File: src/rtl/wallet_recharge_if.sv
// Billing <-> wallet debit channel: level request with amount, one-cycle ack/short, live balance.
interface wallet_recharge_if;
  logic        debit_req;
  logic [11:0] debit_amt;
  logic [11:0] bal;
  logic        debit_ack;
  logic        debit_short;

  modport master (
    output debit_req,
    output debit_amt,
    input  bal,
    input  debit_ack,
    input  debit_short
  );

  modport slave (
    input  debit_req,
    input  debit_amt,
    output bal,
    output debit_ack,
    output debit_short
  );
endinterface

File: src/rtl/wallet_recharge.sv
// BCD wallet: button-driven top-up editor plus debit responder; ack 2 cycles after req in IDLE,
// req held off (no ack) while editing. Build option RECHARGE_BONUS_EN adds 010 to top-ups >= 100.
module wallet_recharge #(
  parameter logic [11:0] INIT_BAL    = 12'h196,
  parameter int unsigned TIMEOUT_CYC = 500000000,
  parameter int unsigned HALF_SEC    = 50000000
) (
  input  logic               clk,
  input  logic               rst,
  input  logic               on,
  input  logic               m_pos,
  input  logic               u_pos,
  input  logic               d_pos,
  wallet_recharge_if.slave   bus,
  output logic               sat,
  output logic               editing,
  output logic [15:0]        disp
);

  localparam int TW = $clog2(TIMEOUT_CYC + 1);
  localparam int BW = $clog2(HALF_SEC + 1);
  localparam logic [3:0] BLANK = 4'd11;

  typedef enum logic [1:0] {
    IDLE   = 2'd0,
    EDIT   = 2'd1,
    COMMIT = 2'd2,
    DEBIT  = 2'd3
  } state_t;

  state_t        state_q, state_d;
  logic [11:0]   bal_q, bal_d;
  logic [11:0]   amt_q, amt_d;
  logic [1:0]    sel_q, sel_d;
  logic [TW-1:0] timer_q, timer_d;
  logic [BW-1:0] blink_cnt_q, blink_cnt_d;
  logic          blink_q, blink_d;
  logic          req_seen_q, req_seen_d;
  logic          ack_q, ack_d;
  logic          short_q, short_d;
  logic          sat_q, sat_d;

  function automatic logic [12:0] bcd_add(input logic [11:0] a, input logic [11:0] b);
    logic [12:0] r;
    logic [4:0]  s;
    logic        c;
    r = '0;
    c = 1'b0;
    for (int i = 0; i < 3; i++) begin
      s = {1'b0, a[i*4 +: 4]} + {1'b0, b[i*4 +: 4]} + {4'd0, c};
      if (s > 5'd9) begin
        s = s - 5'd10;
        c = 1'b1;
      end else begin
        c = 1'b0;
      end
      r[i*4 +: 4] = s[3:0];
    end
    r[12] = c;
    return r;
  endfunction

  // Caller guarantees a >= b, so the final borrow is always zero.
  function automatic logic [11:0] bcd_sub(input logic [11:0] a, input logic [11:0] b);
    logic [11:0] r;
    logic [4:0]  an, bn;
    logic        br;
    r  = '0;
    br = 1'b0;
    for (int i = 0; i < 3; i++) begin
      an = {1'b0, a[i*4 +: 4]};
      bn = {1'b0, b[i*4 +: 4]} + {4'd0, br};
      if (an < bn) begin
        r[i*4 +: 4] = 4'(an + 5'd10 - bn);
        br = 1'b1;
      end else begin
        r[i*4 +: 4] = 4'(an - bn);
        br = 1'b0;
      end
    end
    return r;
  endfunction

  function automatic logic [11:0] clamp_bcd(input logic [11:0] x);
    logic [11:0] r;
    for (int i = 0; i < 3; i++) begin
      r[i*4 +: 4] = (x[i*4 +: 4] > 4'd9) ? 4'd9 : x[i*4 +: 4];
    end
    return r;
  endfunction

  logic [3:0]  dig_cur, dig_up, dig_dn;
  logic [11:0] dbt_amt;
  logic [12:0] add_sum;
  logic        add_ovf;
  logic        any_btn;

  always_comb begin
    case (sel_q)
      2'd1:    dig_cur = amt_q[7:4];
      2'd2:    dig_cur = amt_q[11:8];
      default: dig_cur = amt_q[3:0];
    endcase
    dig_up = (dig_cur == 4'd9) ? 4'd0 : dig_cur + 4'd1;
    dig_dn = (dig_cur == 4'd0) ? 4'd9 : dig_cur - 4'd1;
  end

`ifdef RECHARGE_BONUS_EN
  logic [12:0] bonus_sum;
  always_comb begin
    bonus_sum = bcd_add(bcd_add(bal_q, amt_q)[11:0], 12'h010);
    if (amt_q >= 12'h100) begin
      add_sum = bonus_sum;
      add_ovf = bcd_add(bal_q, amt_q)[12] | bonus_sum[12];
    end else begin
      add_sum = bcd_add(bal_q, amt_q);
      add_ovf = add_sum[12];
    end
  end
`else
  always_comb begin
    add_sum = bcd_add(bal_q, amt_q);
    add_ovf = add_sum[12];
  end
`endif

  assign dbt_amt = clamp_bcd(bus.debit_amt);
  assign any_btn = m_pos | u_pos | d_pos;

  always_comb begin
    state_d     = state_q;
    bal_d       = bal_q;
    amt_d       = amt_q;
    sel_d       = sel_q;
    timer_d     = timer_q;
    blink_cnt_d = blink_cnt_q;
    blink_d     = blink_q;
    req_seen_d  = req_seen_q;
    short_d     = short_q;
    ack_d       = 1'b0;
    sat_d       = 1'b0;

    if (on) begin
      if (!bus.debit_req) req_seen_d = 1'b0;

      case (state_q)
        IDLE: begin
          if (bus.debit_req && !req_seen_q) begin
            state_d = DEBIT;
          end else if (m_pos) begin
            state_d     = EDIT;
            amt_d       = '0;
            sel_d       = 2'd0;
            timer_d     = '0;
            blink_cnt_d = '0;
            blink_d     = 1'b0;
          end
        end

        EDIT: begin
          if (blink_cnt_q == BW'(HALF_SEC - 1)) begin
            blink_cnt_d = '0;
            blink_d     = ~blink_q;
          end else begin
            blink_cnt_d = blink_cnt_q + BW'(1);
          end

          if (any_btn) begin
            timer_d = '0;
            if (u_pos != d_pos) begin
              case (sel_q)
                2'd1:    amt_d[7:4]  = u_pos ? dig_up : dig_dn;
                2'd2:    amt_d[11:8] = u_pos ? dig_up : dig_dn;
                default: amt_d[3:0]  = u_pos ? dig_up : dig_dn;
              endcase
            end
            if (m_pos) begin
              if (sel_q == 2'd2) state_d = COMMIT;
              else               sel_d   = sel_q + 2'd1;
            end
          end else if (timer_q == TW'(TIMEOUT_CYC - 1)) begin
            state_d = IDLE;
          end else begin
            timer_d = timer_q + TW'(1);
          end
        end

        COMMIT: begin
          if (add_ovf) begin
            bal_d = 12'h999;
            sat_d = 1'b1;
          end else begin
            bal_d = add_sum[11:0];
          end
          state_d = IDLE;
        end

        DEBIT: begin
          // Valid BCD orders the same as binary, so a plain compare is a decimal compare.
          if (bal_q >= dbt_amt) begin
            bal_d   = bcd_sub(bal_q, dbt_amt);
            short_d = 1'b0;
          end else begin
            bal_d   = 12'h000;
            short_d = 1'b1;
          end
          ack_d      = 1'b1;
          req_seen_d = 1'b1;
          state_d    = IDLE;
        end

        default: state_d = IDLE;
      endcase
    end
  end

  always_ff @(posedge clk or negedge rst) begin
    if (!rst) begin
      state_q     <= IDLE;
      bal_q       <= INIT_BAL;
      amt_q       <= '0;
      sel_q       <= 2'd0;
      timer_q     <= '0;
      blink_cnt_q <= '0;
      blink_q     <= 1'b0;
      req_seen_q  <= 1'b0;
      ack_q       <= 1'b0;
      short_q     <= 1'b0;
      sat_q       <= 1'b0;
    end else begin
      state_q     <= state_d;
      bal_q       <= bal_d;
      amt_q       <= amt_d;
      sel_q       <= sel_d;
      timer_q     <= timer_d;
      blink_cnt_q <= blink_cnt_d;
      blink_q     <= blink_d;
      req_seen_q  <= req_seen_d;
      ack_q       <= ack_d;
      short_q     <= short_d;
      sat_q       <= sat_d;
    end
  end

  logic [11:0] amt_shown;

  always_comb begin
    amt_shown = amt_q;
    if (blink_q) begin
      case (sel_q)
        2'd1:    amt_shown[7:4]  = BLANK;
        2'd2:    amt_shown[11:8] = BLANK;
        default: amt_shown[3:0]  = BLANK;
      endcase
    end
    disp = (state_q == EDIT) ? {BLANK, amt_shown} : {BLANK, bal_q};
  end

  assign bus.bal         = bal_q;
  assign bus.debit_ack   = ack_q & on;
  assign bus.debit_short = short_q;
  assign sat             = sat_q & on;
  assign editing         = (state_q == EDIT);

endmodule

File: src/flat_wrapper.sv
// flat-port wrapper written by rule: the top's interface ports become plain ports
module wallet_recharge_flat 
#(
  parameter logic [11:0] INIT_BAL    = 12'h196,
  parameter int unsigned TIMEOUT_CYC = 500000000,
  parameter int unsigned HALF_SEC    = 50000000
)
  (clk, rst, on, m_pos, u_pos, d_pos, sat, editing, disp, bus_debit_req, bus_debit_amt, bus_bal, bus_debit_ack, bus_debit_short);
  wallet_recharge_if bus_i ();
  input  logic clk;
  input  logic rst;
  input  logic on;
  input  logic m_pos;
  input  logic u_pos;
  input  logic d_pos;
  output logic sat;
  output logic editing;
  output logic [15:0] disp;
  input wire logic [$bits(bus_i.debit_req)-1:0] bus_debit_req;
  input wire logic [$bits(bus_i.debit_amt)-1:0] bus_debit_amt;
  output wire logic [$bits(bus_i.bal)-1:0] bus_bal;
  output wire logic [$bits(bus_i.debit_ack)-1:0] bus_debit_ack;
  output wire logic [$bits(bus_i.debit_short)-1:0] bus_debit_short;
  assign bus_i.debit_req = bus_debit_req;
  assign bus_i.debit_amt = bus_debit_amt;
  assign bus_bal = bus_i.bal;
  assign bus_debit_ack = bus_i.debit_ack;
  assign bus_debit_short = bus_i.debit_short;
  wallet_recharge #(.INIT_BAL(INIT_BAL), .TIMEOUT_CYC(TIMEOUT_CYC), .HALF_SEC(HALF_SEC)) u_core (.clk(clk), .rst(rst), .on(on), .m_pos(m_pos), .u_pos(u_pos), .d_pos(d_pos), .bus(bus_i), .sat(sat), .editing(editing), .disp(disp));
endmodule
File: config.mk
export PLATFORM = sky130hd
export DESIGN_NAME = wallet_recharge_flat
export DESIGN_NICKNAME = d
export VERILOG_FILES = /design/src/rtl/wallet_recharge_if.sv /design/src/rtl/wallet_recharge.sv /design/src/flat_wrapper.sv
export SDC_FILE = /design/constraint.sdc
export NUM_CORES = 1
export LEC_CHECK = 0
export BUFFER_PORTS_ARGS = -buffer_cell sky130_fd_sc_hd__buf_2
export CAP_MARGIN = 20
export CORE_MARGIN = 3
export CORE_UTILIZATION = 65
export DETAILED_ROUTE_END_ITERATION = 6
export PLACE_DENSITY = 0.85
export SLEW_MARGIN = 20
export SYNTH_ARGS = -nofsm -noshare
export SYNTH_HDL_FRONTEND = slang
export SYNTH_SLANG_ARGS = --single-unit
File: constraint.sdc
create_clock -name clk -period 10.3 [get_ports clk]
set_input_delay 1.03 -clock clk [delete_from_list [all_inputs] [get_ports clk]]
set_output_delay 1.03 -clock clk [all_outputs]
set_load 0.01 [all_outputs]
**Word-level counts from Yosys, hierarchy flattened**

Cells that the tools add are included.

- Input bits: 19
- Register bits: 88

- $add $sub $neg: 24
- Bitwise operators: 5
- Mux-type cells: 74
- Order comparisons: 10
- Reduce and logical (&&, ||, !) cells: 19
- Equality and inequality tests: 25

Operators with widths:

| cell | number |
|---|---|
| 2-to-1 mux 29 bit | 4 |
| 2-to-1 mux 12 bit | 8 |
| 2-to-1 mux 26 bit | 3 |
| 2-to-1 mux 4 bit | 18 |
| case mux 29 bit (2 select lines) | 1 |
| case mux 26 bit (2 select lines) | 1 |
| case mux 12 bit (2 select lines) | 2 |
| adder 29 x 1 -> 29 bit (second input constant) | 1 |
| == test 29 bit (second input constant) | 1 |
| AND reduction 7 bit | 4 |
| adder 26 x 1 -> 26 bit (second input constant) | 1 |
| == test 26 bit (second input constant) | 1 |
| subtractor 4 bit | 6 |
| 2-to-1 mux 1 bit | 22 |
| 2-to-1 mux 2 bit | 11 |
| adder 4 x 4 -> 5 bit | 3 |
| greater-than comparator 5 x 4 -> 1 bit (second input constant) | 3 |
| AND reduction 5 bit | 3 |
| adder 4 bit (second input constant) | 3 |
| greater-or-equal comparator 12 bit | 1 |
| greater-than comparator 4 bit (second input constant) | 3 |
| != test 2 x 1 -> 1 bit (second input constant) | 6 |
| subtractor 4 bit (second input constant) | 3 |
| adder 4 x 1 -> 5 bit | 2 |
| 29 further kinds | 46 |

**Longest topological paths before layout**

Gate-level depths: netlist (run 1).

- Depth after elaboration: 18
- Mapped depth: 26
- Mapped depth without buffers: 26

**Worst setup path after synthesis (run 1)**

OpenSTA, ideal clock, no wires.

- Path kind: in2reg
- Start: input port bus_debit_amt[2]
- End: register u_core.bal_q[11] (netlist: u_core.bus.bal[11])
- Path buffers: 0
- Arrival time: 5748 ps
- Setup slack: 4426 ps
- Required time: 10174 ps
- Cell stages on the path: 24
- Setup time: 126 ps
- Cell sequence: o21ai_0 -> nand2b_1 -> ha_1 -> fa_1 -> nor2b_1 -> a21oi_1 -> ha_1 -> ha_1 -> ha_1 -> a21oi_1 -> nor2_1 -> a211oi_1 -> ha_1 -> ha_1 -> inv_1 -> ha_1 -> inv_1 -> ha_1 -> inv_1 -> fa_1 -> nor2b_1 -> a2111oi_0 -> nor3_1 -> a221o_1

- Word-level cells in the longest chain between the ends: 18

RTL lines:

| element | RTL line | text |
|---|---|---|
| start, declared | flat_wrapper.sv:20 | `input wire logic [$bits(bus_i.debit_amt)-1:0] bus_debit_amt;` |
| greater-than comparator 4 bit | wallet_recharge.sv:87 | `r[i*4 +: 4] = (x[i*4 +: 4] > 4'd9) ? 4'd9 : x[i*4 +: 4];` |
| 2-to-1 mux 4 bit (*) | wallet_recharge.sv:87 |  |
| less-than comparator 4 bit | wallet_recharge.sv:73 | `if (an < bn) begin` |
| 2-to-1 mux 1 bit | wallet_recharge.sv:73 |  |
| 2-to-1 mux 1 bit | wallet_recharge.sv:200 | `if (bal_q >= dbt_amt) begin` |
| 2-to-1 mux 1 bit | wallet_recharge.sv:146 | `case (state_q)` |
| 2-to-1 mux 1 bit | wallet_recharge.sv:143 | `if (on) begin` |
| adder 4 x 1 -> 5 bit | wallet_recharge.sv:72 | `bn = {1'b0, b[i*4 +: 4]} + {4'd0, br};` |
| [... 2 more ...] | n/a |  |
| 2-to-1 mux 1 bit | wallet_recharge.sv:200 |  |
| 2-to-1 mux 1 bit | wallet_recharge.sv:146 |  |
| 2-to-1 mux 1 bit | wallet_recharge.sv:143 |  |
| adder 4 x 1 -> 5 bit | wallet_recharge.sv:72 |  |
| subtractor 4 bit (tied with other cells) | wallet_recharge.sv:77 | `r[i*4 +: 4] = 4'(an - bn);` |
| 2-to-1 mux 4 bit | wallet_recharge.sv:73 |  |
| 2-to-1 mux 12 bit (*) | wallet_recharge.sv:200 |  |
| case mux 12 bit (2 select lines) (*) | wallet_recharge.sv:146 |  |
| end signal, assigned | wallet_recharge.sv:232 | `bal_q <= bal_d;` |
| end, declared | wallet_recharge.sv:32 | `logic [11:0] bal_q, bal_d;` |

Every way passes the cells marked *; elsewhere a longest branch is shown, timed or not. The select of a mux whose other input is x is not followed.
A chain may end at the register's enable or synchronous reset.

**Worst setup path after layout (run 1)**

Ends and elaborated chain as after synthesis.

==> results of run 1 <==
## power breakdown
| part | switching [W] | leakage (nW) | internal [W] |
|---|---|---|---|
| logic | 0.000585 | 2.09 | 0.000379 |
| clock network | 0.000125 | 0.0919 | 0.000120 |
| registers | 0.0000845 | 1.19 | 0.000402 |
## layout by cell type (no fill, tap or decap), drive strengths merged, types with 15 or more instances in the layout
cell type / synthesis / routed
nor2: 50 / 50
dfrtp: 83 / 83
a21oi: 37 / 37
inv: 47 / 47
o21ai: 85 / 85
buf: 11 / 50
nand2: 73 / 73
ha: 47 / 47
clkbuf: 23 / 15
xor2: 23 / 23
nand3: 32 / 32
nand2b: 16 / 16
and3: 18 / 18
nand4: 22 / 22
## layer usage
metal	wire length (um)	vias up	global-route usage, %
met2	8329	290	49.87
met4	360	0	12.42
li1	-	2832	-
met1	6840	2990	38.43
met5	0	-	0
met3	1193	38	5.298
## final cells by class
| type | count | area, um2 | share of cell area, % |
|---|---|---|---|
| clock buffers | 15 | 156.4 | 2.217 |
| clock inverters | 1 | 30.03 | 0.4256 |
| inverters | 48 | 180.2 | 2.554 |
| multi-input cells | 600 | 4051 | 57.42 |
| flip-flops and latches | 88 | 2208 | 31.30 |
| well taps | 133 | 166.4 | 2.359 |
| repair buffers | 50 | 262.8 | 3.724 |
## kinds of logic after synthesis
kind of cell | count (synthesis) | synth area share (%)
AO/OA/AOI/OAI | 219 | 21.13
XOR/XNOR | 28 | 3.714
adder cells (fa/ha/maj) | 59 | 12.54
buffers and inverters | 82 | 5.306
flip-flops | 88 | 33.45
multiplexers | 14 | 2.274
other | 2 | 0.1137
AND/OR/NAND/NOR | 276 | 21.47
## path summary, 6_finish.rpt
kind,slack (ps),cells after the start,endpoint,from
setup / recovery,3950,25,u_core.bus.bal[11],bus_debit_amt[2]
hold / removal,490,1,u_core.timer_q[10],u_core.timer_q[10]
setup reg to reg,4460,22,u_core.bus.bal[11],u_core.bus.bal[1]
hold reg to reg,490,1,u_core.timer_q[10],u_core.timer_q[10]
max in group asynchronous,8620,2,u_core.timer_q[6],rst
min in group asynchronous,620,1,u_core.blink_cnt_q[14],rst
## worst max-delay path: stages
cell and delay [ps]:
sky130_fd_sc_hd__buf_2 100, sky130_fd_sc_hd__o21ai_0 200, sky130_fd_sc_hd__nand2b_1 90, sky130_fd_sc_hd__ha_1 220, sky130_fd_sc_hd__fa_1 410, sky130_fd_sc_hd__nor2b_1 270
sky130_fd_sc_hd__a21oi_1 220, sky130_fd_sc_hd__ha_1 280, sky130_fd_sc_hd__ha_1 300, sky130_fd_sc_hd__ha_1 300, sky130_fd_sc_hd__a21oi_1 230, sky130_fd_sc_hd__nor2_1 70
sky130_fd_sc_hd__a211oi_1 500, sky130_fd_sc_hd__ha_1 270, sky130_fd_sc_hd__ha_1 270, sky130_fd_sc_hd__inv_1 80, sky130_fd_sc_hd__ha_1 220, sky130_fd_sc_hd__inv_1 60
sky130_fd_sc_hd__ha_1 130, sky130_fd_sc_hd__inv_1 50, sky130_fd_sc_hd__fa_1 340, sky130_fd_sc_hd__nor2b_1 160, sky130_fd_sc_hd__a2111oi_0 410, sky130_fd_sc_hd__nor3_1 120
sky130_fd_sc_hd__a221o_1 280
## cell usage after synthesis (7+ instances only)
cell                       number
sky130_fd_sc_hd__nand2_1       72
sky130_fd_sc_hd__nand2b_1      16
sky130_fd_sc_hd__nand3_1       32
sky130_fd_sc_hd__fa_1          12
sky130_fd_sc_hd__dfrtp_1       83
sky130_fd_sc_hd__inv_1         47
sky130_fd_sc_hd__a31oi_1       13
sky130_fd_sc_hd__o21ai_0       82
sky130_fd_sc_hd__o31ai_1       12
sky130_fd_sc_hd__nor2b_1       12
sky130_fd_sc_hd__clkbuf_1      22
sky130_fd_sc_hd__a21oi_1       37
sky130_fd_sc_hd__xor2_1        23
sky130_fd_sc_hd__mux2_2         8
sky130_fd_sc_hd__a211oi_1       7
sky130_fd_sc_hd__and2_1        13
sky130_fd_sc_hd__nor3_1        11
sky130_fd_sc_hd__nor2_1        49
sky130_fd_sc_hd__a21o_1        10
sky130_fd_sc_hd__nand4_1       22
sky130_fd_sc_hd__ha_1          47
sky130_fd_sc_hd__and3_1        18
## sequential cells by signal, indices dropped and copies added, names as in the netlist, 2 cells and up
name	flops
u_core.sel_q	2
u_core.timer_q	29
u_core.bus.bal	12
u_core.state_q	2
u_core.blink_cnt_q	26
u_core.amt_q	12
## through the flow
step | utilization, % | power (W)
2_1_floorplan | - | 0.001165
3_3_place_gp | 69.95 | 0.001368
3_5_place_dp | 69.95 | 0.001421
4_1_cts | 71.85 | 0.001670
5_1_grt | 71.85 | 0.001815
6_report | 71.85 | 0.001695
==> results.txt, run 1 <==
- Clock buffers created by TritonCTS: 9
- The number of pins exceeding their max-slew limit in the final report is 0.
- Area Overhead vs Synth: 6.860%
- Worst min-delay path category: flop to flop
* Area post-placement: 6869 um2
* Sum of net half-perimeters after detailed placement: 11960 um
* TritonCTS clock tree: yes
* Crit path required time: 10560 ps
- Most area-consuming cells after synthesis: sky130_fd_sc_hd__dfrtp_1 31%, sky130_fd_sc_hd__ha_1 8.9%, sky130_fd_sc_hd__o21ai_0 6.2%
- Once the clock tree was built, the setup fixing pass inserted 0 buffers.
* Via count of the first global-routing pass: 5832
- Across the VDD grid, the largest voltage drop is 0.1071 mV.
- In the post-route analysis, the smallest setup slack over all paths is 3946 ps.
* Number of antenna violations at the first check in global routing: 0
- Final antenna diode count: 0
- Warnings, synthesis: 0
- The congestion estimate from routability-driven global placement came to 0.9791.
* Number of primary I/O pins: just over 50
* Post-route standard cell area excluding fillers: 7056 um2
- Worst setup EP type: flop
- Buffers on Ports: between 40 and 50
* Max-slew headroom: between 30% and 40%
- The first detailed-routing pass took 5 iterations.
* Number of remaining DRC errors: 0
- Flops & latches, synth: 88
- Skew final: 10.05 ps
* Leak: 3.369 nW
- Routed vias: 6150
* Average instance area after synthesis: between 8 and 9 um2
* Proportion of layout cells with a drive suffix above 1: 10.35%
* Clock transition time at the flip-flop clock pins of the worst setup and hold paths: 90 ps
- Slew at the pin with the worst max-slew slack: ~1000 ps
- Source-to-sink clock delay at the later pin of the worst-skew pair: ~370 ps
- The die is between 100 and 150 um tall.
* Sum of routed wire length over all layers: 16720 um
- Cell taking the most area after synthesis: sky130_fd_sc_hd__dfrtp_1
- Count of antenna-violating nets left after detailed routing: 0
- OpenSTA, run right after detailed placement, puts the worst setup slack at approximately 3700 ps.
- Adding up every negative setup slack in the final design gives 0 ps.
- The initial utilization of the core area, before any placement, comes to 67.24%.
- Sink Count: 88
- The count of final hold-check violations was 0.
- Die footprint: roughly 11000 um2
- Across every metal layer, demand over resource in global routing totals approximately 30%.
- Largest fanout on the critical path: 4
- In the synthesized netlist the async set-or-reset flop fraction comes to 100.0%.
- Once the clock tree was built, the resizer swapped 0 gates to a different size.
* Deepest clock path buffer count: 2
- Setup repair after global routing left no endpoint under its margin.
* Cell count after placement: 919
- STA classifies the critical path startpoint as an input port.
- The core region is 9819 um2.
- The clock tree synthesis step divided the H-tree into 3 levels.
* Status: complete, no violations
- Fin crit share: 61.69%
* MaxCap Viol Count: 0
- Pwr Density: approximately 240 nW/um2
* First-iteration detailed-routing DRC count: 628
* Largest net degree at the start of global routing: 52
* Tmin final: 6354 ps
- After detailed routing, the average wire length per cell comes to 17.89 um.
* GR Overflow Total: 0
- After synthesis, flip-flops and latches occupy 33.45% of the total area.
* DIE WIDTH: 106.8 um
- Among all flip-flop cells after synthesis, the most frequent one is sky130_fd_sc_hd__dfrtp_1.
- In this run, synthesis inferred 0 flip-flops with an integrated enable.
* Row cnt: 36
- Number of buffers inserted for hold repair after clock tree synthesis: 0
- Maximum operating frequency: 0.1574 GHz
- Final layout net count: 875
- Clock tree synthesis selected as its root buffer the cell sky130_fd_sc_hd__clkbuf_8.
- Number of filler instances in the final layout: 772
- By startpoint and endpoint, the worst setup path is classified as input port to flop.
* Number of distinct library cells after synthesis: 75
- Excluding fillers, the count of instances in the completed layout stands at 935.
- The first global-routing pass estimated 27480 um of wire.
* Signal arrival time at the worst endpoint: 6610 ps
* Portion of synthesized cell area occupied by the leading cell type: 31.46%
- Per-cell via count in the routed design: 6.578
* Netlist area before placement: 6603 um2
* Count of final setup violators: 0
- Post-synthesis cell count: about 770
- The tightest hold path in the finished design has a slack of 487.0 ps.
(Power assumes the default switching activity.)
==> run 2: changes to the inputs <==
CORE_UTILIZATION = 56   (was 65)
PLACE_DENSITY = 0.78   (was 0.85)
clock period = 5.7 ns   (was 10.3 ns; I/O delays follow)
==> run 2 against run 1 <==
  * Hold slack got worse by 340 ps
  * Sequential power rose by 81%
  * Via count fell by 1.6%
  * Final cell count rose by 1.6%
  * Global-route usage fell by 4.0 points
  * Count of clock-buffer cells in the layout fell by 2
  * Cell area rose by 2.6%
  * Critical path type unchanged
==> results.txt, run 2 (synthesized netlist as in run 1, its figures left out) <==
- Status: complete, no violations
- Area Overhead vs Synth: 9.665%
- Die Span Y: 114.6 um (+7.3%)
- The number of sinks driven by the clock tree came to 88 (unchanged).
* Sum of routed wire length over all layers: 16520 um (-1.2%)
- Proportion of layout cells with a drive suffix above 1: 11.28% (+0.93 points)
* Final hold violation count: 0 (unchanged)
- Final Slew Violations: 0 (unchanged)
- The number of antenna violations at the first check in global routing came to 0 (unchanged).
- Setup repair after global routing left no endpoint under its margin.
* Reg with most FFs: u_core.timer_q
* Largest fanout on the critical path: 4 (unchanged)
- Final worst hold slack: 148.8 ps (-338.1 ps)
- Max-slew headroom: 34.57% (+1.1 points)
- STA classifies the critical path startpoint as an input port.
- Deepest clock path buffer count: 2 (unchanged)
* Per-cell via count in the routed design: 6.368 (-3.2%)
- Level count of the clock H-tree: 3 (unchanged)
- The overall via count from detail_route was 6050 (-1.6%).
* Via count of the first global-routing pass: 5835 (+0.051%)
* First-iteration detailed-routing DRC count: 608 (-3.2%)
- The post-placement worst setup slack was -122.7 ps (-3774 ps).
* Final routed wire length divided by cell count: 17.39 um (-2.8%)
* Pwr Density: 453.4 nW/um2 (+89%)
- Clock buffers created by TritonCTS: 9 (unchanged)
* GR Overflow Total: 0 (unchanged)
- The number of I/O port buffers is 46 (unchanged).
- The worst path uses between 90% and 100% of the clock period.
- Leak: 3.455 nW (+2.6%)
* Most frequent cells in the layout: 83 x sky130_fd_sc_hd__dfrtp_1, 82 x sky130_fd_sc_hd__o21ai_0, 72 x sky130_fd_sc_hd__nand2_1, 49 x sky130_fd_sc_hd__nor2_1
- The worst path required time was 5930 ps (-4630 ps).
- The most numerous cell type found on the critical path is sky130_fd_sc_hd__ha_1.
- The worst-skew pair later-pin latency was 350 ps (-20 ps).
- Die footprint: 13130 um2 (+15%)
- Signal arrival time at the worst endpoint: 5640 ps (-970 ps)
- DIE WIDTH: 114.6 um (+7.3%)
- The post-layout worst setup margin was 287.9 ps (-3658 ps).
- MaxCap Viol Count: 0 (unchanged)
- The antenna diode instance count is 0 (unchanged).
- The number of endpoints failing setup at the final stage is 0 (unchanged).
* Skew final: 5.897 ps (-4.154 ps)
* Crit Path Category: input port to flop
* Largest net degree at the start of global routing: 61 (+17%)
* Clock transition time at the flip-flop clock pins of the worst setup and hold paths: 60 ps (-30 ps)
- Tmin final: 5412 ps
* Maximum resistive drop on vdd: 0.3257 mV (+200%)
- Number of primary I/O pins: 51 (unchanged)
* Initial Utilization: 57.58% (-9.7 points)
- Worst min-delay path category: input port to asynchronous set/reset pin
- The final antenna-violating net count came to 0 (unchanged).
- The cell sitting at the root of the clock tree is a sky130_fd_sc_hd__clkbuf_16.
- The number of search-and-repair iterations in the first detailed-routing pass was 6 (+1).
* Number of buffers inserted for hold repair after clock tree synthesis: 0 (unchanged)
- The placer congestion estimate was 0.9208 (-6.0%).
- CP max-delay cell: sky130_fd_sc_hd__fa_1
* Global-route wire length before repair: 27660 um (+0.65%)
- Worst setup EP type: flop
- The slew at the pin closest to its max-slew limit came to 973.3 ps (-17.08 ps).
- The flip-flop count of the largest register after layout came to 29 (unchanged).
- CP max stage delay: 410 ps (-90 ps)
* Sum of net half-perimeters after detailed placement: 11900 um (-0.50%)
* Number of remaining DRC errors: 0 (unchanged)
- The area inside the core boundary was 11470 um2 (+17%).
- Maximum operating frequency: ~0.18 GHz
- TritonCTS clock tree: yes
- GRT Util Overall: 25.81% (-4.0 points)
- Final layout net count: 880 (+0.57%)
- Row cnt: 39 (+8.3%)
- Largest regs: u_core.timer_q x29, u_core.blink_cnt_q x26
- Commonest non-fill, non-tap cell in the layout: sky130_fd_sc_hd__dfrtp_1
run 2: changes by cell type in the layout (fill, tap and decap cells not counted), sizes merged:
cell | previous run | this run
clkinv | 1 | 2
clkbuf | 15 | 13
bufinv | 1 | 2
buf | 50 | 55
run 2: final timing paths:
kind / cells past startpoint / slack [ps] / from / end
max: 26 / 290 / bus_debit_amt[2] / u_core.bus.bal[11]
min: 1 / 150 / rst / u_core.sat_q
max reg2reg: 23 / 310 / u_core.bus.bal[1] / u_core.bus.bal[11]
min reg2reg: 1 / 480 / u_core.blink_cnt_q[6] / u_core.blink_cnt_q[6]
max in group asynchronous: 2 / 4470 / rst / u_core.timer_q[12]
min in group clk: 1 / 480 / u_core.blink_cnt_q[6] / u_core.blink_cnt_q[6]
run 2: per-layer routing:
metal  routed length (um)  global-route usage [%]  up-vias  part of all wire [%]
li1                     -                       -     2851                     -
met2                 7879                   41.40      244                    48
met3                  988                   3.911       45                   6.0
met1                 7154                   34.30     2910                    43
met4                  499                   12.11        0                   3.0
met5                    0                       0        -                     0
run 2: report_power, final:
| group | total (W) | switching, W | internal, W | leakage, nW |
|---|---|---|---|---|
| clock network | 0.000641 | 0.000245 | 0.000396 | 0.154 |
| registers | 0.000879 | 0.000151 | 0.000727 | 1.19 |
| logic | 0.00176 | 0.00105 | 0.000709 | 2.11 |
run 2: area by class of cell:
type,instances,area (um2)
multi-input cells,600,4058
fillers,954,4227
clock inverters,3,65.06
flip-flops and latches,88,2208
inverters,48,180.2
repair buffers,55,300.3
well taps,143,178.9
clock buffers,13,250.2
run 2: worst max-delay path, delay by kind of cell:
family          cells  cell delay, ps
xor+xnor            1             170
compound gates      5            1050
simple gates        6             720
fa+ha+maj          10            2850
buf+inv             4             290
run 2: what timing repair did:
item	in CTS	in global routing
resized for setup	0	2
setup endpoints to repair	0	3
buffers inserted	0	2
run 2: through the flow:
stage / TNS [ps] / util [%] / area (um2) / total power [W] / instances
2_1_floorplan: 0 / - / 6610 / 0.002105 / 770
3_3_place_gp: 0 / 60.21 / 6904 / 0.002491 / 932
3_5_place_dp: -122.7 / 60.21 / 6904 / 0.002592 / 932
4_1_cts: 0 / 62.96 / 7219 / 0.003248 / 948
5_1_grt: 0 / 63.14 / 7241 / 0.003523 / 950
6_report: 0 / 63.14 / 7241 / 0.003283 / 950
